===== src/rtl/design_sel_pkg.sv =====
// Shared types for the design-select controller.
// Optional even-parity framing is enabled by DES_SEL_PARITY_EN.
package design_sel_pkg;

  typedef enum logic [1:0] {
    RST_HOLD,
    SETTLE,
    RUN
  } state_e;

  localparam int unsigned DEF_SEL_W = 6;
  localparam int unsigned FRAME_W   = DEF_SEL_W + 1;

  typedef struct packed {
    logic                 hold;
    logic [DEF_SEL_W-1:0] sel;
  } frame_t;

  // Serial frame length in bits for a given select width.
  function automatic int unsigned frame_len(input int unsigned sel_w);
`ifdef DES_SEL_PARITY_EN
    return sel_w + 2;
`else
    return sel_w + 1;
`endif
  endfunction

endpackage


===== src/rtl/design_sel_ctrl_cfg_shift_rx.sv =====
// Serial config receiver: shift register, bit count, frame-end detect.
// With DES_SEL_PARITY_EN the last bit is even parity over the frame.
module cfg_shift_rx
  import design_sel_pkg::*;
#(
  parameter int unsigned SEL_W = 6
) (
  input  logic           clock,
  input  logic           reset,
  input  logic           run_i,
  input  logic           cfg_en_i,
  input  logic           cfg_data_i,
  output logic           frame_valid_o,
  output logic           frame_bad_o,
  output logic [SEL_W:0] frame_o
);

  localparam int unsigned LEN = frame_len(SEL_W);
  localparam int unsigned CW  = $clog2(LEN + 2);

  logic [LEN-1:0] sr_q;
  logic [CW-1:0]  cnt_q;
  logic           en_q;
  logic           frame_end;
  logic           len_ok;
  logic           par_ok;

  assign frame_end = run_i & ~cfg_en_i & en_q;
  assign len_ok    = (cnt_q == CW'(LEN));

`ifdef DES_SEL_PARITY_EN
  assign par_ok  = ~^sr_q;
  assign frame_o = sr_q[LEN-1:1];
`else
  assign par_ok  = 1'b1;
  assign frame_o = sr_q;
`endif

  assign frame_valid_o = frame_end & len_ok & par_ok;
  assign frame_bad_o   = frame_end & ~(len_ok & par_ok);

  always_ff @(posedge clock) begin
    if (reset) begin
      sr_q  <= '0;
      cnt_q <= '0;
      en_q  <= 1'b0;
    end else begin
      en_q <= cfg_en_i;
      if (frame_end) begin
        cnt_q <= '0;
      end else if (run_i && cfg_en_i) begin
        sr_q <= {sr_q[LEN-2:0], cfg_data_i};
        // Saturate one past the legal length so overlong frames stay bad.
        if (cnt_q != CW'(LEN + 1)) cnt_q <= cnt_q + CW'(1);
      end
    end
  end

endmodule


===== src/rtl/design_sel_ctrl.sv =====
// Design-mux select controller: serial reselect, reset and settle sequencing.
// Build with DES_SEL_PARITY_EN to require an even-parity bit per frame.
module design_sel_ctrl
  import design_sel_pkg::*;
#(
  parameter int unsigned SEL_W         = 6,
  parameter int unsigned DEFAULT_SEL   = 0,
  parameter int unsigned RST_CYCLES    = 5,
  parameter int unsigned SETTLE_CYCLES = 5
) (
  input  logic             clock,
  input  logic             reset,
  input  logic             cfg_en,
  input  logic             cfg_data,
  output logic [SEL_W-1:0] des_sel,
  output logic             hold_if_not_sel,
  output logic             des_reset,
  output logic             ready,
  output logic             cfg_err
);

  localparam int unsigned CMAX =
    (RST_CYCLES > SETTLE_CYCLES) ? RST_CYCLES : SETTLE_CYCLES;
  localparam int unsigned CNT_W = (CMAX < 2) ? 1 : $clog2(CMAX);
  localparam logic [CNT_W-1:0] RST_LAST = CNT_W'(RST_CYCLES - 1);
  localparam logic [CNT_W-1:0] SET_LAST =
    CNT_W'((SETTLE_CYCLES == 0) ? 0 : SETTLE_CYCLES - 1);

  state_e           state_q, state_d;
  logic [CNT_W-1:0] cnt_q, cnt_d;
  logic [SEL_W-1:0] sel_q, sel_d;
  logic             hold_q, hold_d;
  logic             err_q, err_d;
  logic             drst_q, drst_d;
  logic             rdy_q, rdy_d;

  logic             frame_valid;
  logic             frame_bad;
  logic [SEL_W:0]   frame;

  cfg_shift_rx #(
    .SEL_W(SEL_W)
  ) u_rx (
    .clock        (clock),
    .reset        (reset),
    .run_i        (state_q == RUN),
    .cfg_en_i     (cfg_en),
    .cfg_data_i   (cfg_data),
    .frame_valid_o(frame_valid),
    .frame_bad_o  (frame_bad),
    .frame_o      (frame)
  );

  always_comb begin
    state_d = state_q;
    cnt_d   = cnt_q;
    sel_d   = sel_q;
    hold_d  = hold_q;
    err_d   = err_q;
    unique case (state_q)
      RST_HOLD: begin
        if (cnt_q == RST_LAST) begin
          cnt_d   = '0;
          state_d = (SETTLE_CYCLES == 0) ? RUN : SETTLE;
        end else begin
          cnt_d = cnt_q + CNT_W'(1);
        end
      end
      SETTLE: begin
        if (cnt_q == SET_LAST) begin
          cnt_d   = '0;
          state_d = RUN;
        end else begin
          cnt_d = cnt_q + CNT_W'(1);
        end
      end
      RUN: begin
        unique case (1'b1)
          frame_valid: begin
            sel_d   = frame[SEL_W-1:0];
            hold_d  = frame[SEL_W];
            err_d   = 1'b0;
            cnt_d   = '0;
            state_d = RST_HOLD;
          end
          frame_bad: err_d = 1'b1;
          default: ;
        endcase
      end
      default: state_d = RST_HOLD;
    endcase
    drst_d = (state_d == RST_HOLD);
    rdy_d  = (state_d == RUN);
  end

  always_ff @(posedge clock) begin
    if (reset) begin
      state_q <= RST_HOLD;
      cnt_q   <= '0;
      sel_q   <= SEL_W'(DEFAULT_SEL);
      hold_q  <= 1'b0;
      err_q   <= 1'b0;
      drst_q  <= 1'b1;
      rdy_q   <= 1'b0;
    end else begin
      state_q <= state_d;
      cnt_q   <= cnt_d;
      sel_q   <= sel_d;
      hold_q  <= hold_d;
      err_q   <= err_d;
      drst_q  <= drst_d;
      rdy_q   <= rdy_d;
    end
  end

  assign des_sel         = sel_q;
  assign hold_if_not_sel = hold_q;
  assign des_reset       = drst_q;
  assign ready           = rdy_q;
  assign cfg_err         = err_q;

endmodule


===== config.mk =====
export PLATFORM = sky130hd
export DESIGN_NAME = design_sel_ctrl
export DESIGN_NICKNAME = d
export VERILOG_FILES = /design/src/rtl/design_sel_pkg.sv /design/src/rtl/design_sel_ctrl_cfg_shift_rx.sv /design/src/rtl/design_sel_ctrl.sv
export SDC_FILE = /design/constraint.sdc
export NUM_CORES = 1
export LEC_CHECK = 0
export CAP_MARGIN = 20
export CORE_UTILIZATION = 49
export CTS_CLUSTER_SIZE = 12
export DETAILED_ROUTE_END_ITERATION = 16
export GPL_TIMING_DRIVEN = 0
export HOLD_SLACK_MARGIN = 0.05
export PLACE_DENSITY = 0.73
export RECOVER_POWER = 100
export SLEW_MARGIN = 20
export SYNTH_ARGS = -nofsm -noshare
export SYNTH_HDL_FRONTEND = slang
export SYNTH_HIERARCHICAL = 1
export SYNTH_SLANG_ARGS = --single-unit

===== constraint.sdc =====
create_clock -name clock -period 1.6 [get_ports clock]
set_input_delay 0.4 -clock clock [delete_from_list [all_inputs] [get_ports clock]]
set_output_delay 0.4 -clock clock [all_outputs]
set_load 0.1 [all_outputs]

* Word level (Yosys, flattened, before mapping)
Index checks and enable logic that the tools add are counted.
** Storage, ports and cells
- Register bits :: 27
- Output and inout port bits :: 10
- Word-level logic and storage cells :: 46
- Bits of input ports :: 4
** Cells by class
- Equal/unequal tests :: 7
- Bitwise operators :: 7
- Mux-type cells :: 8
- Add/sub/neg operators :: 2
- Reductions and logical operators :: 12
** Operators by type and width (number)
- 2-bit AND reduction :: 5
- 2-bit two-way mux :: 3
- 3-bit two-way mux :: 2
- 2-bit case mux with 3 select lines :: 1
- 3-bit case mux with 2 select lines :: 1
- 4-bit by 1-bit adder with 4-bit output, second input constant :: 1
- 1-bit bitwise AND :: 4
- 2-bit equality test, second input constant :: 2
- 4-bit by 3-bit equality test with 1-bit output, second input constant :: 1
- 2-bit zero test :: 2
- 4-bit != test, second input constant :: 1
- 2-bit nonzero test :: 2
- 2-bit OR reduction :: 2
- 3-bit by 1-bit adder with 3-bit output, second input constant :: 1
- 3-bit equality test, second input constant :: 1
- 1-bit inverter :: 3
- 2-bit by 1-bit equality test with 1-bit output, second input constant :: 1
- 2-bit != test, second input constant :: 1
- 1-bit case mux with 2 select lines :: 1
- 1-bit logical AND :: 1

* Longest topological paths before layout
Gate-level depths: netlist of the first run.
- Word-level depth :: 7
- Gate-level depth with buffers :: 8
- Mapped depth without buffers :: 6

* Hierarchy
Netlist of the first run, hierarchy kept.
** Modules (own cells, without submodules)
- design_sel_ctrl :: cells an instance 70, times used 1, area an instance 718.2 µm²
- cfg_shift_rx :: cells an instance 65, times used 1, area an instance 513.0 µm²

* Worst setup path after synthesis of the first run
OpenSTA, ideal clock, no wires.
- Kind :: register to register
- Start point :: register state_q[1]
- End point :: register cnt_q[0] (netlist name)
- Arrival time :: 1586 ps
- Slack :: -107 ps
- Library setup time :: 121 ps
- Clock period less this slack :: 1707 ps
- Cell stages (with the launch flop) :: 9
- Cell sequence :: dfxtp_1 -> nor2b_2 -> buf_6 -> nand3b_1 -> nor3_1 -> buf_12 -> nand3b_4 -> a31oi_1 -> nor2_1
** RTL lines
- start, declared :: RTL line design_sel_ctrl.sv:29 : state_e state_q, state_d;
- start signal, assigned :: RTL line design_sel_ctrl.sv:106 : state_q <= state_d;

==> impl_results.md, run 1 <==
* Largest clock skew in the final design at about 0.0052 ns
* Floorplan core area at 2300 um^2
* Core Util, Final at 61.8%
* Inserted Clock Buffers at 3
* Synthesis-to-finish area growth at 15.2%
* Rel. slew slack at 64.2%
* Crit path max fanout at 9
* CP Buf/Inv Count at 2
* Mean instance size in the synthesized netlist at slightly above 9 um^2
* Synthesized-area fraction occupied by ao, oa, aoi and oai cells at between 15 and 20%
* GP Congestion at 0.738
* Final instance area at between 1000 and 1500 um^2
* Number of antenna cells inserted at 0
* Crit path DAT at approximately 1.8 ns
* Sequential share of the synthesized area at 43.9%
* CTS tree: yes
* Count of nets left with antenna violations after detail routing at 0
* DR iter-0 viols at 8
* Sequence of cells on the critical path: nor2b_2, buf_6, nand3b_1, nor3_2, buf_12, nand3b_4, a31oi_4, nor2_1
* CP max stage cell: dfxtp_2
* Deepest clock path buffer count at 2
* Y dimension of the die at 52.1 um
* Slowest stage delay, CP at ~0.38 ns
* Via count of the first global-routing pass at 921
* Final wirelength at 2400 um
* Post-synthesis instance total at 135
* Post-synthesis net count at approximately 140
* Worst slew pin tran at 0.539 ns
* Wire per inst at between 10 and 15 um
* Vias after detailed routing at 1007
* Peak supply drop at 0.628 mV
* Max-capacitance violation count at 0
* Overall die area at 2720 um^2
* Highest attainable clock frequency at 656 MHz
* Post-Syn Area at 1230 um^2
* Final Hold Fails at 0
* Critical path start-end classification: flop to flop
* Max Transition Viols Final at 0
* I/O Buffers at 13
* Critical path capture point type: flop
* Global-route wire length before repair at 3860 um
* Worst hold path class: flop to flop
* I/O pin count at 14
* Static leakage power at 0.532 nW
* DRC violations left at 0
* Count of final setup violators at 0
* Maximum number of pins on one net before global-route repair at 15
* Combinational family with the most area after synthesis: simple AND/OR/NAND/NOR gates
* Overall track demand over capacity in global routing at 19.6%
* Per-cell via count in the routed design at about 5.4
* RSZ-0062 raised after global routing: no
* Number of different library cells in the post-synthesis netlist at 33
* Clock Latency Late Sink at around 0.32 ns
* Cts-stage hold buffer count at 0
* Placed cell area at 1400 um^2
* CP Data Required Time at 1.83 ns
* Width of the chip at around 52 um
* Post-synthesis mux area share at 0%
* Antenna violations before repair at 0
* Final clock period utilization by the worst path at 95.3%
* Register-to-Register Setup Slack at 0.08 ns
* Initial core utilization at 53.6%
* Warnings from Yosys at 6
* Clk Tree Root Cell: clkbuf_4
* Fill cell instance count of the final layout at 217
* Number of sinks handled by clock tree synthesis at 27
* Final worst path period need at about 1.5 ns
* Pwr per Cell Area at 747 nW/um^2
* Status: finished clean
* Fraction of final layout cells sized beyond drive strength 1 at around 30%
* Fin Hold WS at 0.462 ns
* Register bit count reported by yosys at 27
* Top Family by Delay on Critical Path: simple AND/OR/NAND/NOR gates
* Xor/xnor cell area share of the yosys netlist at less than 1%
* Total iterations of the first detailed-routing run at 4
* Detailed placer's ending HPWL at around 1600 um
* Launching element type of the critical path: flop
* Overflow after GRT at 0
* Adder and majority cell fraction of the synthesized area at approximately 4%
* Site Rows at 17
* H-Tree Level Count at 1
* CTS clock-pin slew for the worst setup and hold paths at 0.13 ns
* # nets final at 166
* Basic-gate share of the synthesized area counting and, or, nand and nor cells at 29.6%
## final cells by class
| class | count | area, um^2 | area share (%) |
|---|---|---|---|
| buffer | 7 | 57.6 | 4.06 |
| inverter | 4 | 15.0 | 1.06 |
| sequential | 27 | 546 | 38.4 |
| multi-input combinational | 97 | 626 | 44.1 |
| clock buffer | 4 | 26.3 | 1.85 |
| timing repair buffer | 18 | 114 | 8.02 |
| tap | 28 | 35.0 | 2.47 |
## cells by family (layout without fill, tap and decap cells)
logic type      after synthesis  after routing
flops                        27             27
compound gates               31             31
simple gates                 61             61
xor+xnor                      1              1
buf+inv                      11             33
fa+ha+maj                     4              4
## cell usage in the layout, fill, tap and decap left out, types with 4 or more instances in the layout
master    netlist  routed
clkbuf_2        0       4
inv_1           4       4
nand3_1         5       5
nand3_2         7       7
dfxtp_2         0       4
buf_4           2       5
dfxtp_1        27      23
a21oi_2         6       4
nor2_1          5       5
a21oi_1        17      19
nand2_1        26      26
buf_2           2      10
## worst paths after layout
| kind | cells past startpoint | from | end |
|---|---|---|---|
| worst max-delay path | 8 | state_q[0] | cnt_q[0] |
| worst min-delay path | 2 | des_sel[5] | des_sel[5] |
| worst max register to register | 8 | state_q[0] | cnt_q[0] |
| worst min register to register | 2 | des_sel[5] | des_sel[5] |
## tightest hold or removal path, stage by stage, from the launching register on
cell,delay [ns]
dfxtp_1,0.33
nand2_1,0.05
a21oi_1,0.05
## stage by stage
step | total power, mW | setup TNS, ns | instances | worst slack, ns
floorplan | 0.752 | 0 | 135 | 0.0175
global placement | 0.774 | -7.52 | 176 | -0.408
detailed placement | 0.777 | -7.90 | 176 | -0.447
CTS | 1.07 | 0 | 185 | 0.00479
global route | 1.11 | 0 | 185 | 0.00500
finish | 1.06 | 0 | 185 | 0.0757
## flip-flops by register name, summed over array words and instances (netlist names)
| name | cells |
|---|---|
| u_rx/cnt_q | 4 |
| hold_if_not_sel | 1 |
| u_rx/en_q | 1 |
| des_reset | 1 |
| cnt_q | 3 |
| des_sel | 6 |
| state_q | 2 |
| cfg_err | 1 |
| ready | 1 |
| u_rx/frame_o | 7 |
## power by group
part	internal (mW)	total (mW)	switching, mW
sequential	0.683	0.694	0.0113
combinational	0.0290	0.0736	0.0447
clock	0.0978	0.292	0.195
total	0.810	1.06	0.251
## Yosys cell counts (all sizes together)
master / count / area [um^2]
nor2: 5 / 18.8
dfxtp: 27 / 541
a21o: 1 / 7.51
nand4b: 2 / 17.5
xor2: 1 / 8.76
nand3: 12 / 95.1
a31oi: 2 / 12.5
a211oi: 1 / 7.51
nor2b: 2 / 15.0
ha: 4 / 50.1
o21ai: 3 / 15.0
or3: 1 / 6.26
or2: 1 / 6.26
nand2: 26 / 97.6
and2: 1 / 6.26
inv: 4 / 15.0
nor3: 2 / 10.0
buf: 6 / 56.3
nand3b: 3 / 35.0
a22oi: 1 / 12.5
nand2b: 4 / 32.5
a21oi: 23 / 138
clkbuf: 1 / 3.75
and3b: 1 / 8.76
nor4b: 1 / 15.0
## layer usage
metal | wire, um | GRT usage (%) | part of all wire, % | vias to the layer above
met2 | 1140 | 32.7 | 47 | 15
met3 | 80 | 6.14 | 3.3 | 7
met1 | 1140 | 22.4 | 48 | 474
met4 | 37 | 9.46 | 1.5 | 0
li1 | - | - | - | 511
met5 | 0 | 0 | 0 | -
## timing repair
action | CTS | global route
endpoints found under the setup margin | 21 | 3
pin swaps | 2 | 1
cloned | 0 | 0
buffers inserted | 5 | 0
resized for setup | 51 | 6
No activity file was read; power rests on OpenSTA's default activity.
==> inputs of run 2 (changes only) <==
CTS_CLUSTER_DIAMETER = 120   (was unset)
PLACE_DENSITY = unset   (was 0.73)
PLACE_DENSITY_LB_ADDON = 0.15   (was unset)
==> impl_results.md, run 2 (synthesis results as in run 1) <==
* Core Util, Final at 63.7%
* Status: finished clean
* DR iter-0 viols at 14
* Switch Pwr at 0.260 mW
* Overflow after GRT at 0
* Internal power at 0.806 mW
* Y dimension of the die at 52.1 um
* CTS tree: yes
* Critical path capture point type: flop
* Fin Hold WS at 0.402 ns
* Overall track demand over capacity in global routing at 19.9%
* Crit path DAT at 1.76 ns
* Fraction of power spent switching nets at 24.4%
* Commonest cells after routing, fill and taps aside: nand2_1, dfxtp_1, a21oi_1, buf_2, buf_4
* Inserted Clock Buffers at 3
* Final Hold Fails at 0
* GP Congestion at ~0.72
* Number of sinks handled by clock tree synthesis at 27
* Crit path max fanout at 7
* Flip-flop count of the largest register after layout at 7
* Wire per inst at between 10 and 15 um
* Top Family by Delay on Critical Path: simple AND/OR/NAND/NOR gates
* Worst slew pin tran at slightly below 0.5 ns
* Placed cell area at 1400 um^2
* Global-route wire length before repair at 3930 um
* # nets final at 170
* CTS clock-pin slew for the worst setup and hold paths at 0.14 ns
* I/O pin count at 14
* Highest attainable clock frequency at 652 MHz
* Site Rows at 17
* Total design power at 1.07 mW
* Fill cell instance count of the final layout at 201
* Static leakage power at between 0.5 and 0.6 nW
* Worst hold path class: input port to flop
* Slowest stage delay, CP at around 0.4 ns
* Part of the total power dissipated in combinational logic at approximately 6.4%
* Antenna violations before repair at 0
* Floorplan core area at approximately 2300 um^2
* Per-cell via count in the routed design at roughly 5.3
* Launching element type of the critical path: flop
* Final instance area at between 1000 and 1500 um^2
* Clk Tree Root Cell: clkbuf_4
* Final clock period utilization by the worst path at 95.8%
* Sequence of cells on the critical path: nor2b_2, buf_6, nand3b_1, nor3_2, buf_12, nand3b_4, a31oi_1, nor2_1
* Detailed placer's ending HPWL at 1570 um
* Final wirelength at 2400 um
* Cts-stage hold buffer count at 0
* I/O Buffers at 13
* Clock Latency Late Sink at approximately 0.33 ns
* DRC violations left at 0
* Overall die area at around 2700 um^2
* Vias after detailed routing at roughly 1000
* Initial core utilization at 53.6%
* Maximum number of pins on one net before global-route repair at 17
* Final worst path period need at 1.53 ns
* Synthesis-to-finish area growth at 18.8%
* Peak supply drop at between 0.4 and 0.5 mV
* Critical path start-end classification: flop to flop
* CP Buf/Inv Count at 2
* Clock network fraction of total power at ~29%
* Count of nets left with antenna violations after detail routing at 0
* Width of the chip at 52.1 um
* Total iterations of the first detailed-routing run at 4
* Largest clock skew in the final design at 0.0147 ns
* RSZ-0062 raised after global routing: yes
* Leading cell type in the layout, fill and taps excluded: nand2_1
* H-Tree Level Count at 1
* Via count of the first global-routing pass at 904
* Fraction of final layout cells sized beyond drive strength 1 at 32.9%
* Pwr per Cell Area at 729 nW/um^2
* CP max stage cell: dfxtp_2
* Number of antenna cells inserted at 0
* CP Data Required Time at 1.83 ns
* Max Transition Viols Final at 0
* Deepest clock path buffer count at 2
* Seq pwr share at 65.0%
* Count of final setup violators at 0
* Max-capacitance violation count at 0
* Rel. slew slack at 67.7%
==> run 2: power groups by stage <==
stage	Sequential [mW]	Clock, mW	Combinational, mW
2_1_floorplan	0.712	0	0.0402
6_report	0.693	0.305	0.0680
3_5_place_dp	0.707	0	0.0677
4_1_cts	0.693	0.318	0.0685
5_1_grt	0.695	0.340	0.0749
3_3_place_gp	0.707	0	0.0669
==> run 2: area by class of cell <==
cell class / count / area [um^2] / share of cell area (%)
clock inverters: 1 / 7.51 / 0.513
well taps: 28 / 35.0 / 2.40
inverters: 4 / 15.0 / 1.03
multi-input cells: 98 / 634 / 43.4
clock buffers: 3 / 22.5 / 1.54
plain buffers: 7 / 60.1 / 4.11
repair buffers: 21 / 143 / 9.75
flip-flops and latches: 27 / 546 / 37.3
==> run 2: layer usage <==
metal,GRT usage [%],vias up,routed length [um]
met4,10.8,0,36
met3,2.63,4,83
met2,32.9,19,1180
li1,-,516,-
met1,24.8,468,1100
met5,0,-,0
==> run 2: worst reg2reg max path, stage by stage (launching register included) <==
cell and delay, ns:
dfxtp_2 0.39, nor2b_2 0.12, buf_6 0.10, nand3b_1 0.11
nor3_2 0.20, buf_12 0.15, nand3b_4 0.12, a31oi_1 0.19
nor2_1 0.05
==> run 2: final timing paths <==
path | slack [ns] | from | end | cells past startpoint
max | 0.07 | state_q[0] | cnt_q[0] | 8
min | 0.40 | cfg_en | u_rx/en_q | 2
max reg2reg | 0.07 | state_q[0] | cnt_q[0] | 8
min reg2reg | 0.46 | hold_if_not_sel | hold_if_not_sel | 2
==> run 2: repair_timing <==
item	in CTS	in global routing
endpoints found under the setup margin	20	8
gates resized for setup	51	5
gates cloned	1	0
setup buffers	4	4
pin swaps	2	3
==> run 2: through the flow <==
stage,setup WS (ns),cells,TNS [ns]
detailed placement,-0.414,176,-7.38
global placement,-0.409,176,-7.33
global route,-0.0265,189,-0.0588
CTS,0.00290,185,0
finish,0.0669,189,0
floorplan,0.0175,135,0
==> inputs of run 3 (changes only) <==
CORE_UTILIZATION = 54   (was 49)
clock period = 1.7 ns   (was 1.6 ns; I/O delays follow)
==> impl_results.md, run 3 (synthesis results as in run 1) <==
* Status: finished clean
* Fraction of power spent switching nets at 24.2%
* Floorplan core area at 2040 um^2
* Via count of the first global-routing pass at 881
* Core Util, Final at 71.6%
* Inserted Clock Buffers at 3
* I/O Buffers at 13
* Number of antenna cells inserted at 0
* Fraction of final layout cells sized beyond drive strength 1 at ~28%
* Final std cells w/o fill at 182
* Fill cell instance count of the final layout at between 150 and 200
* Overall track demand over capacity in global routing at 19.9%
* Commonest cells after routing, fill and taps aside: nand2_1, dfxtp_1, a21oi_1, nand3_2, a21oi_2
* Part of the total power dissipated in combinational logic at 6.4%
* Seq pwr share at approximately two thirds
* Number of sinks handled by clock tree synthesis at 27
* RSZ-0062 raised after global routing: yes
* Vias after detailed routing at 940
* Top Family by Delay on Critical Path: buffers and inverters
* Final wirelength at approximately 2200 um
* Worst hold path class: input port to flop
* Max-capacitance violation count at 0
* Cts-stage hold buffer count at 0
* Final Hold Fails at 0
* CP Data Required Time at about 1.3 ns
* Initial core utilization at 60.3%
* Count of nets left with antenna violations after detail routing at 0
* Largest clock skew in the final design at just over 0.005 ns
* CTS clock-pin slew for the worst setup and hold paths at 0.15 ns
* Maximum number of pins on one net before global-route repair at 17
* Static leakage power at 0.527 nW
* Synthesis-to-finish area growth at 18.7%
* Number of placed cells counting well taps at between 150 and 200
* Max Transition Viols Final at 0
* Clk Tree Root Cell: clkbuf_4
* Highest attainable clock frequency at 601 MHz
* Critical path start-end classification: flop to output port
* CTS tree: yes
* Post-Place Worst Slack at -0.409 ns
* Deepest clock path buffer count at 2
* DRC violations left at 0
* Launching element type of the critical path: flop
* Count of final setup violators at 0
* Total iterations of the first detailed-routing run at 4
* CP Buf/Inv Count at 1
* # nets final at 164
* Overall die area at roughly 2500 um^2
* Worst slew pin tran at roughly 0.55 ns
* Leading cell type in the layout, fill and taps excluded: nand2_1
* Flip-flop count of the largest register after layout at 7
* Detailed placer's ending HPWL at 1610 um
* Wire per inst at roughly 12 um
* Post-layout worst setup margin at 0.0364 ns
* I/O pin count at 14
* Final clock period utilization by the worst path at a little over nine tenths
* CP max stage cell: clkdlybuf4s15_2
* Width of the chip at 49.8 um
* Final worst path period need at 1.66 ns
* Peak supply drop at 0.649 mV
* Rel. slew slack at 63.7%
* Register-to-Register Path Depth at 8
* Switch Pwr at 0.242 mW
* GP Congestion at 0.744
* Per-cell via count in the routed design at 5.16
* Internal power at 0.759 mW
* Crit path max fanout at 2
* DR iter-0 viols at 15
* Overflow after GRT at 0
* Clock Latency Late Sink at 0.33 ns
* Critical path capture point type: output port
* WHS Path Cells at 2
* Clock network fraction of total power at 28.5%
* Sequence of cells on the critical path: clkdlybuf4s15_2
* H-Tree Level Count at 1
* Y dimension of the die at slightly below 50 um
* Site Rows at 16
* Logic depth of the worst setup path including buffers at 1
* Global-route wire length before repair at around 3700 um
* Crit path DAT at between 1 and 1.5 ns
* Slowest stage delay, CP at 0.55 ns
* Pwr per Cell Area at 685 nW/um^2
* Fin Hold WS at between 0.4 and 0.5 ns
* Antenna violations before repair at 0
==> run 3: layout make-up <==
type                            count  area [um^2]  area share, %
Sequential cell                    27          543           37.2
Tap cell                           27         33.8           2.31
Multi-Input combinational cell     97          626           42.8
Timing Repair Buffer               16          149           10.2
Buffer                              7         65.1           4.45
Clock buffer                        3         22.5           1.54
Inverter                            4         15.0           1.03
Clock inverter                      1         7.51          0.514
==> run 3: repair_timing <==
item                                    CTS  global route
endpoints found under the setup margin   21             8
resized for setup                        32            12
pin swaps                                 1             2
buffers inserted                          2             1
==> run 3: final timing paths <==
check	startpoint	endpoint	slack [ns]
hold reg to reg	hold_if_not_sel	hold_if_not_sel	0.46
hold / removal	cfg_en	u_rx/en_q	0.43
setup reg to reg	state_q[1]	cnt_q[0]	0.08
setup / recovery	hold_if_not_sel	hold_if_not_sel	0.04
==> run 3: power by group through the flow <==
stage	Combinational (mW)	Sequential, mW	Clock [mW]
after floorplan	0.0378	0.670	0
after global placement	0.0617	0.665	0
after detailed placement	0.0648	0.665	0
after CTS	0.0647	0.652	0.291
after global routing	0.0718	0.654	0.314
final	0.0639	0.652	0.285
==> run 3: stage by stage <==
step	instance area (um^2)	total power, mW	TNS [ns]
after floorplan	1240	0.708	0
after global placement	1400	0.727	-5.45
after detailed placement	1400	0.730	-6.44
after CTS	1460	1.01	0
after global routing	1460	1.04	-0.0261
final	1460	1.00	0
==> run 3: routing by layer <==
layer / wire length (um) / track usage [%]
met1: 1090 / 24.1
met2: 1060 / 34.0
met3: 60 / 3.70
met4: 34 / 8.57
met5: 0 / 0
